===== src/rtl/ltc_reader_pkg.sv =====
// Shared types and constants for the LTC timestamp FIFO reader.
// Optional delta/monotonicity outputs are enabled with LTC_READER_DELTA_EN.
package ltc_reader_pkg;

    typedef enum logic [2:0] {
        IDLE    = 3'd0,
        LO_WAIT = 3'd1,
        HI_REQ  = 3'd2,
        HI_WAIT = 3'd3,
        OUT     = 3'd4
    } state_t;

    typedef logic [63:0] ts_t;

    localparam logic [31:0] DELTA_SAT = 32'hFFFF_FFFF;

endpackage


===== src/rtl/ltc_word_assembler.sv =====
// Joins the two popped FIFO words into a 64-bit timestamp; with LTC_READER_DELTA_EN
// it also derives the saturated delta to the previous accepted timestamp.
module ltc_word_assembler
    import ltc_reader_pkg::*;
(
    input  logic [31:0] first_word,
    input  logic [31:0] second_word,
    input  logic        low_first,
`ifdef LTC_READER_DELTA_EN
    input  ts_t         prev_ts,
    input  logic        have_prev,
    output logic [31:0] delta,
    output logic        not_greater,
`endif
    output ts_t         ts
);

    assign ts = low_first ? {second_word, first_word} : {first_word, second_word};

`ifdef LTC_READER_DELTA_EN
    ts_t diff;

    // A backwards step wraps to a huge 64-bit value and therefore saturates too.
    assign diff        = ts - prev_ts;
    assign delta       = !have_prev ? 32'd0 : ((diff[63:32] != 32'd0) ? DELTA_SAT : diff[31:0]);
    assign not_greater = have_prev && (ts <= prev_ts);
`endif

endmodule


===== src/rtl/ltc_timestamp_reader.sv =====
// Drains the LTC timestamp FIFO two words at a time and streams 64-bit timestamps
// over AXI-Stream with tlast every BURST_LEN beats. Optional macro: LTC_READER_DELTA_EN.
module ltc_timestamp_reader
    import ltc_reader_pkg::*;
#(
    parameter int unsigned BURST_LEN      = 16,
    parameter bit          LOW_WORD_FIRST = 1'b1
) (
    input  logic        clk,
    input  logic        aresetn,
    input  logic        enable,
    input  logic        flush,
    input  logic        FIFO_notEmpty,
    input  logic [31:0] FIFO_dout,
    output logic        FIFO_rden,
    output logic [63:0] m_axis_tdata,
    output logic        m_axis_tvalid,
    input  logic        m_axis_tready,
    output logic        m_axis_tlast,
`ifdef LTC_READER_DELTA_EN
    output logic [31:0] m_axis_tuser,
    output logic        nonmono_err,
`endif
    output logic [31:0] ts_count,
    output logic        busy
);

    localparam logic [15:0] LAST_IDX = 16'(BURST_LEN - 1);

    state_t      state;
    state_t      state_next;
    logic [31:0] lo_word;
    logic        tlast_r;
    logic [15:0] frame_cnt;
    logic        flush_pend;
    logic        handshake;
    logic        drop;
    ts_t         asm_ts;

    // Valid/ready: a beat transfers on any cycle where tvalid and tready are both
    // high; tvalid never drops and tdata/tlast never change until that happens.
    assign handshake = (state == OUT) && m_axis_tready;
    // A flush seen in OUT is remembered until the held beat is accepted.
    assign drop      = flush || flush_pend;

`ifdef LTC_READER_DELTA_EN
    ts_t         prev_ts;
    logic        have_prev;
    logic [31:0] asm_delta;
    logic        asm_not_greater;
    logic        not_greater_r;

    ltc_word_assembler u_asm (
        .first_word  (lo_word),
        .second_word (FIFO_dout),
        .low_first   (LOW_WORD_FIRST),
        .prev_ts     (prev_ts),
        .have_prev   (have_prev),
        .delta       (asm_delta),
        .not_greater (asm_not_greater),
        .ts          (asm_ts)
    );
`else
    ltc_word_assembler u_asm (
        .first_word  (lo_word),
        .second_word (FIFO_dout),
        .low_first   (LOW_WORD_FIRST),
        .ts          (asm_ts)
    );
`endif

    always_ff @(posedge clk or negedge aresetn) begin
        if (!aresetn) state <= IDLE;
        else          state <= state_next;
    end

    always_comb begin
        state_next = state;
        unique case (state)
            IDLE:    if (enable && FIFO_notEmpty) state_next = LO_WAIT;
            LO_WAIT: state_next = FIFO_notEmpty ? HI_WAIT : HI_REQ;
            HI_REQ:  if (FIFO_notEmpty) state_next = HI_WAIT;
            HI_WAIT: state_next = OUT;
            OUT:     if (handshake) state_next = (!drop && enable && FIFO_notEmpty) ? LO_WAIT : IDLE;
            default: state_next = IDLE;
        endcase
        // A pop issued alongside the flush still lands next cycle; IDLE ignores it.
        if (flush && state != OUT) state_next = IDLE;
    end

    always_comb begin
        FIFO_rden = 1'b0;
        unique case (state)
            IDLE:            FIFO_rden = enable && FIFO_notEmpty;
            LO_WAIT, HI_REQ: FIFO_rden = FIFO_notEmpty;
            OUT:             FIFO_rden = handshake && !drop && enable && FIFO_notEmpty;
            default:         FIFO_rden = 1'b0;
        endcase
        m_axis_tvalid = (state == OUT);
        m_axis_tlast  = (state == OUT) && tlast_r;
        busy          = (state != IDLE);
    end

    always_ff @(posedge clk or negedge aresetn) begin
        if (!aresetn) begin
            lo_word      <= '0;
            m_axis_tdata <= '0;
            tlast_r      <= 1'b0;
            frame_cnt    <= '0;
            flush_pend   <= 1'b0;
            ts_count     <= '0;
        end else begin
            if (state == LO_WAIT) lo_word <= FIFO_dout;
            // tlast is frozen with the data so a flush during stall cannot alter it.
            if (state == HI_WAIT && !flush) begin
                m_axis_tdata <= asm_ts;
                tlast_r      <= (frame_cnt == LAST_IDX);
            end
            if (handshake) ts_count <= ts_count + 32'd1;
            if (handshake) frame_cnt <= (drop || frame_cnt == LAST_IDX) ? 16'd0 : frame_cnt + 16'd1;
            else if (flush) frame_cnt <= 16'd0;
            flush_pend <= (state == OUT) && !handshake && drop;
        end
    end

`ifdef LTC_READER_DELTA_EN
    always_ff @(posedge clk or negedge aresetn) begin
        if (!aresetn) begin
            prev_ts       <= '0;
            have_prev     <= 1'b0;
            m_axis_tuser  <= '0;
            not_greater_r <= 1'b0;
            nonmono_err   <= 1'b0;
        end else begin
            if (state == HI_WAIT && !flush) begin
                m_axis_tuser  <= asm_delta;
                not_greater_r <= asm_not_greater;
            end
            if (handshake && !drop) begin
                prev_ts   <= m_axis_tdata;
                have_prev <= 1'b1;
            end else if (handshake || flush) begin
                have_prev <= 1'b0;
            end
            if (flush) nonmono_err <= 1'b0;
            else if (handshake && !flush_pend && not_greater_r) nonmono_err <= 1'b1;
        end
    end
`endif

endmodule

===== config.mk =====
export PLATFORM = sky130hd
export DESIGN_NAME = ltc_timestamp_reader
export DESIGN_NICKNAME = d
export VERILOG_FILES = /design/src/rtl/ltc_reader_pkg.sv /design/src/rtl/ltc_word_assembler.sv /design/src/rtl/ltc_timestamp_reader.sv
export SDC_FILE = /design/constraint.sdc
export NUM_CORES = 1
export LEC_CHECK = 0
export CAP_MARGIN = 5
export CORE_ASPECT_RATIO = 2
export CORE_UTILIZATION = 24
export DETAILED_ROUTE_END_ITERATION = 7
export GPL_ROUTABILITY_DRIVEN = 0
export GPL_TIMING_DRIVEN = 1
export RECOVER_POWER = 100
export SYNTH_ARGS = -nofsm -noshare
export SYNTH_HDL_FRONTEND = slang
export SYNTH_SLANG_ARGS = --single-unit

===== constraint.sdc =====
create_clock -name clk -period 2.21 [get_ports clk]
set_input_delay 0.3315 -clock clk [delete_from_list [all_inputs] [get_ports clk]]
set_output_delay 0.3315 -clock clk [all_outputs]
set_load 0.05 [all_outputs]

==> impl_metrics.tcl, run 1 <==
set metrics [dict create \
    status "completed" \
    grt_usage_pct 12.38 \
    p_leak_nw 3.902 \
    cp_max_fo 7 \
    numClockSinks 149 \
    cts_tree "yes" \
    final_cell_mix "dfrtp_1, mux2_2, dlygate4sd3_1, clkdlybuf4s50_1, xnor2_1" \
    relSlewSlack_pct 2.200 \
    wl_per_cell_um 15.87 \
    tightest_slew_ps 1467 \
    setup_ws_ps 79.17 \
    min_to "ts_count[13]" \
    synth_area_sq_mm 0.006286 \
    fp-row-count 83 \
    io-pin-count 138 \
    fmax_ghz 0.4693 \
    synth_flop_cell "dfrtp_1" \
    synth_warnings 0 \
    critical_path.top_delay_family "buffers and inverters" \
    io_buffers 137 \
    avgViaCountPerCell 4.446 \
    cp.required_ps 1880 \
    grt_antenna_before_repair 1 \
    cp_slowest_cell "clkdlybuf4s50_1" \
    rr_worst_depth 5 \
    grt_pass1_vias 4485 \
    nFillCells 2546 \
    ys_types 51 \
    synthArstFlopShare_pct 100.0 \
    place_hpwl_mm 11.27 \
    seq_area_frac_synth_pct 59.32 \
    grt-ovfl-total 0 \
    hold_class "reg -> reg" \
    ys_seq_elements 149 \
    drive_gt1_share_pct 25.98 \
    cp_num_buf_inv 1 \
    die-height_um 230.9 \
    ant_nets 0 \
    core_sq_mm 0.02565 \
    layout_min_cycle_time_ps 2131 \
    start_util_pct 24.51 \
    slowest_delay_ps 860 \
    path_clk_slew_ps 60 \
    r2r_slack_ps 150 \
    cts_buffer_depth 2 \
    critPathArrivalTime_ps 1800 \
    drc_errors 0 \
    dieWidth_um 116.4 \
    drtIter0Drc 255 \
    hold_depth 1 \
    netlist_instances 465 \
    path_cells "clkdlybuf4s50_1" \
    max-vdd-ir-drop_uv 789.2 \
    fin_cells 980 \
    syn_avg_cell_area_sq_um 13.52 \
    syn-num-nets 505 \
    timing.rr.start "frame_cnt[1]" \
    register_area_sq_mm 0.003730 \
    postPlaceCellArea_sq_mm 0.008239 \
    pre_cts_ws_ps -25.34 \
    finalHoldViolations 0 \
    worst_setup_path_start_kind "flop" \
    synth_edf_count 0 \
    numCtsBuffers 17 \
    total_power_w 0.008745 \
    finalCritPeriodShare_pct 96.42 \
    hp-start "ts_count[13]" \
    layout_commonest_cell "dfrtp_1" \
    cellPowerDensity_mw_per_mm2 1001 \
    dieArea_sq_mm 0.02688 \
    worst_r2r_endpoint "frame_cnt[5]" \
    worstSetupEndpointType "output pin" \
    htreeDepth 4 \
    cap_viol_max_count 0 \
    clock_latency_ps 430 \
    fin_hold_ws_ps 491.5 \
    synthToLayoutAreaGrowth_pct 39.01 \
    cts_root_buf "clkbuf_16" \
    vias 4357 \
    multi_input_area_sq_mm 0.002422 \
    crit_type "reg -> out" \
    final_cell_area_sq_mm 0.008738 \
    rsz0062_at_grt "false" \
    finalWirelength_mm 15.56 \
    placed_cells 943 \
    grt_pass1_wl_mm 24.82 \
    skew_ps 6.012 \
    nets 666 \
    maxSlewViolCount 0 \
    finalSetupViolCount 0 \
    first_pass_iters 4 \
    grt_max_degree 59 \
]
## cell families (layout without fill, tap and decap cells)
family,after synthesis,after routing,synth area share (%)
fa+ha+maj,2,2,0.3980
simple gates,119,119,11.49
xor+xnor,32,32,4.459
buf+inv,30,204,2.608
other cells,0,1,0
flops,149,149,59.32
compound gates,35,35,4.180
mux,98,98,17.56
## registers in the layout, summed over array words and instances, names as in the netlist
register / cells
state: 3
m_axis_tdata: 64
frame_cnt: 16
ts_count: 32
tlast_r: 1
lo_word: 32
flush_pend: 1
## where the power goes
group          internal (W)  total, W  switching [W]
Combinational      0.000884   0.00249        0.00161
Clock               0.00156   0.00277        0.00121
Sequential          0.00323   0.00348       0.000256
Total               0.00567   0.00875        0.00307
## cell type report
| class | instances | area share [%] |
|---|---|---|
| diodes | 1 | 0.02864 |
| clock buffers | 19 | 4.954 |
| clock inverters | 13 | 1.432 |
| inverters | 7 | 0.3007 |
| multi-input cells | 286 | 27.72 |
| flip-flops and latches | 149 | 42.68 |
| well taps | 340 | 4.868 |
| repair buffers | 165 | 18.01 |
## what timing repair did
item,CTS,global route
gates resized for setup,1,7
hold buffers,1,0
endpoints found under the hold margin,54,0
setup buffers,0,3
setup endpoints to repair,1,1
pin swaps,0,2
## synth_stat cells (all sizes together), types with 2 or more instances
library cell,n,area share (%)
dfrtp,149,59
mux2,98,18
xnor2,28,3.9
nand2,21,1.3
buf,20,2.0
nand4,18,1.8
nand3,17,1.4
nor3,12,0.96
nor2,10,0.76
nor4,10,1.5
inv,7,0.42
o31ai,7,0.84
and3,6,0.60
nor3b,5,0.60
a21o,4,0.48
a21oi,4,0.32
a22o,4,0.56
or4,4,0.48
xor2,4,0.56
a211oi,3,0.36
clkbuf,3,0.18
or3,3,0.30
and2,2,0.20
and4,2,0.28
ha,2,0.40
nor4b,2,0.38
o21a,2,0.24
o21ai,2,0.16
o311ai,2,0.28
## per-layer routing
layer | GRT usage (%) | up-vias | wire [um]
met5 | 0 | - | 0
met4 | 5.569 | 0 | 353
met3 | 3.360 | 23 | 570
met2 | 22.74 | 101 | 8931
met1 | 12.66 | 2216 | 5701
li1 | - | 2017 | -
## through the flow
stage	setup TNS, ps	util (%)
4_1_cts	0	34.36
5_1_grt	0	34.07
2_1_floorplan	0	-
3_3_place_gp	-4.345	32.12
6_report	0	34.07
3_5_place_dp	-25.34	32.12
## how the worst max path moves through the flow
stage                       start           end  slack, ps  cells after the start
global placement    m_axis_tready  frame_cnt[7]         -4                      6
floorplan                state[1]     FIFO_rden        230                      5
detailed placement  m_axis_tready  frame_cnt[7]        -30                      7
finish               ts_count[14]  ts_count[14]         80                      1
global route              aresetn      state[0]         20                      3
CTS                      state[0]     FIFO_rden         20                      5
Note: power is estimated with default switching activity, not from simulation.
==> inputs of run 2 (changes only) <==
Settings changed: CAP_MARGIN 5 to 20, SKIP_CTS_REPAIR_TIMING set to 1.
==> run 2 against run 1 <==
Compared with the run above:
- first-iteration DRC count is 12% lower
- cell area unchanged
- critical endpoint unchanged
- cell count unchanged
- sequential power about the same
==> impl_metrics.tcl, run 2 (synthesized netlist as in run 1, its figures left out) <==
set metrics [dict create \
    status "completed" \
    fmax_ghz 0.4697 \
    grt_antenna_before_repair 1 \
    placed_cells 943 \
    numCtsBuffers 17 \
    path_clk_slew_ps 60 \
    nets 666 \
    drive_gt1_share_pct 25.98 \
    largest_reg_flops 64 \
    dieWidth_um 116.4 \
    cts_root_buf "clkbuf_16" \
    relSlewSlack_pct 2.267 \
    skew_ps 6.166 \
    layout_min_cycle_time_ps 2129 \
    io-pin-count 138 \
    max-vdd-ir-drop_uv 789.2 \
    grt_max_degree 59 \
    finalHoldViolations 0 \
    grt_pass1_vias 4480 \
    drc_errors 0 \
    slowest_delay_ps 860 \
    wl_per_cell_um 15.90 \
    core_sq_mm 0.02565 \
    path_cells "clkdlybuf4s50_1" \
    critPathArrivalTime_ps 1800 \
    rsz0062_at_grt "false" \
    grt-ovfl-total 0 \
    wl_met2_mm 8.953 \
    final_cell_area_sq_mm 0.008738 \
    synthToLayoutAreaGrowth_pct 39.01 \
    grt_usage_pct 12.38 \
    postPlaceCellArea_sq_mm 0.008239 \
    seqPwrFrac_pct 39.8 \
    finalSetupViolCount 0 \
    p_int_w 0.005674 \
    cts_tree "yes" \
    htreeDepth 4 \
    drtIter0Drc 224 \
    avgViaCountPerCell 4.455 \
    final_cell_mix "dfrtp_1, mux2_2, dlygate4sd3_1, clkdlybuf4s50_1, xnor2_1" \
    finalCritPeriodShare_pct 96.33 \
    p_leak_nw 3.902 \
    clock_latency_ps 430 \
    finalWirelength_mm 15.58 \
    dieArea_sq_mm 0.02688 \
    first_pass_iters 4 \
    pwr-share-comb_pct 28.5 \
    power_frac_clock_pct 31.7 \
    reg.largest.list "m_axis_tdata x64, lo_word x32, ts_count x32" \
    setup_tns_ps 0 \
    die-height_um 230.9 \
    worstSetupEndpointType "output pin" \
    worst_setup_path_start_kind "flop" \
    vias 4366 \
    dr.max_layer_used "met4" \
    total_power_w 0.008745 \
    cp.required_ps 1880 \
    r2r_slack_ps 140 \
    start_util_pct 24.51 \
    cp_max_fo 7 \
    maxSlewViolCount 0 \
    fin_cells 980 \
    hold_class "reg -> reg" \
    netSwitchingPower_w 0.003072 \
    layout_commonest_cell "dfrtp_1" \
    fp-row-count 83 \
    ant_nets 0 \
    place_hpwl_mm 11.27 \
    wl_met1_mm 5.710 \
    cap_viol_max_count 0 \
    critical_path.top_delay_family "buffers and inverters" \
    largest-register "m_axis_tdata" \
    cts_buffer_depth 2 \
    p_sw_share_pct 35.13 \
    io_buffers 137 \
    cellPowerDensity_mw_per_mm2 1001 \
    met3_length_um 577 \
    cp_slowest_cell "clkdlybuf4s50_1" \
    grt_pass1_wl_mm 24.80 \
    crit_type "reg -> out" \
    numClockSinks 149 \
    tightest_slew_ps 1466 \
    cp_num_buf_inv 1 \
]
## run 2: path summary, 6_finish.rpt
kind | startpoint | endpoint | cells past startpoint
min in group asynchronous | aresetn | ts_count[22] | 2
worst max-delay path | ts_count[14] | ts_count[14] | 1
worst min register to register | ts_count[13] | ts_count[13] | 1
max in group asynchronous | aresetn | state[0] | 3
worst min-delay path | ts_count[13] | ts_count[13] | 1
worst max register to register | frame_cnt[1] | frame_cnt[5] | 5
## run 2: power groups by stage
stage	sequential, W	combinational, W	clock [W]
floorplan	0.00463	0.000531	0
global placement	0.00353	0.00262	0
detailed placement	0.00355	0.00264	0
CTS	0.00350	0.00264	0.00287
global route	0.00356	0.00260	0.00297
finish	0.00348	0.00249	0.00277
## run 2: area by class of cell
| cell class | count | area (sq um) |
|---|---|---|
| Clock inverter | 13 | 125.1 |
| Tap cell | 340 | 425.4 |
| Timing Repair Buffer | 165 | 1574 |
| Antenna cell | 1 | 2.502 |
| Multi-Input combinational cell | 286 | 2422 |
| Clock buffer | 19 | 432.9 |
| Inverter | 7 | 26.28 |
| Sequential cell | 149 | 3730 |
| Fill cell | 2548 | 16910 |
## run 2: routing by layer
metal	global-route usage, %	up-vias
met5	0	-
li1	-	2015
met2	22.74	105
met3	3.360	20
met1	12.65	2226
met4	5.569	0
## run 2: through the flow
step | util [%] | setup WS (ps) | hold slack [ps]
after floorplan | - | 234.6 | 35.91
after global placement | 32.12 | -4.345 | 342.9
after detailed placement | 32.12 | -25.34 | 345.3
after CTS | 34.30 | -32.64 | -129.9
after global routing | 34.07 | 16.32 | 508.9
final | 34.07 | 81.00 | 491.5
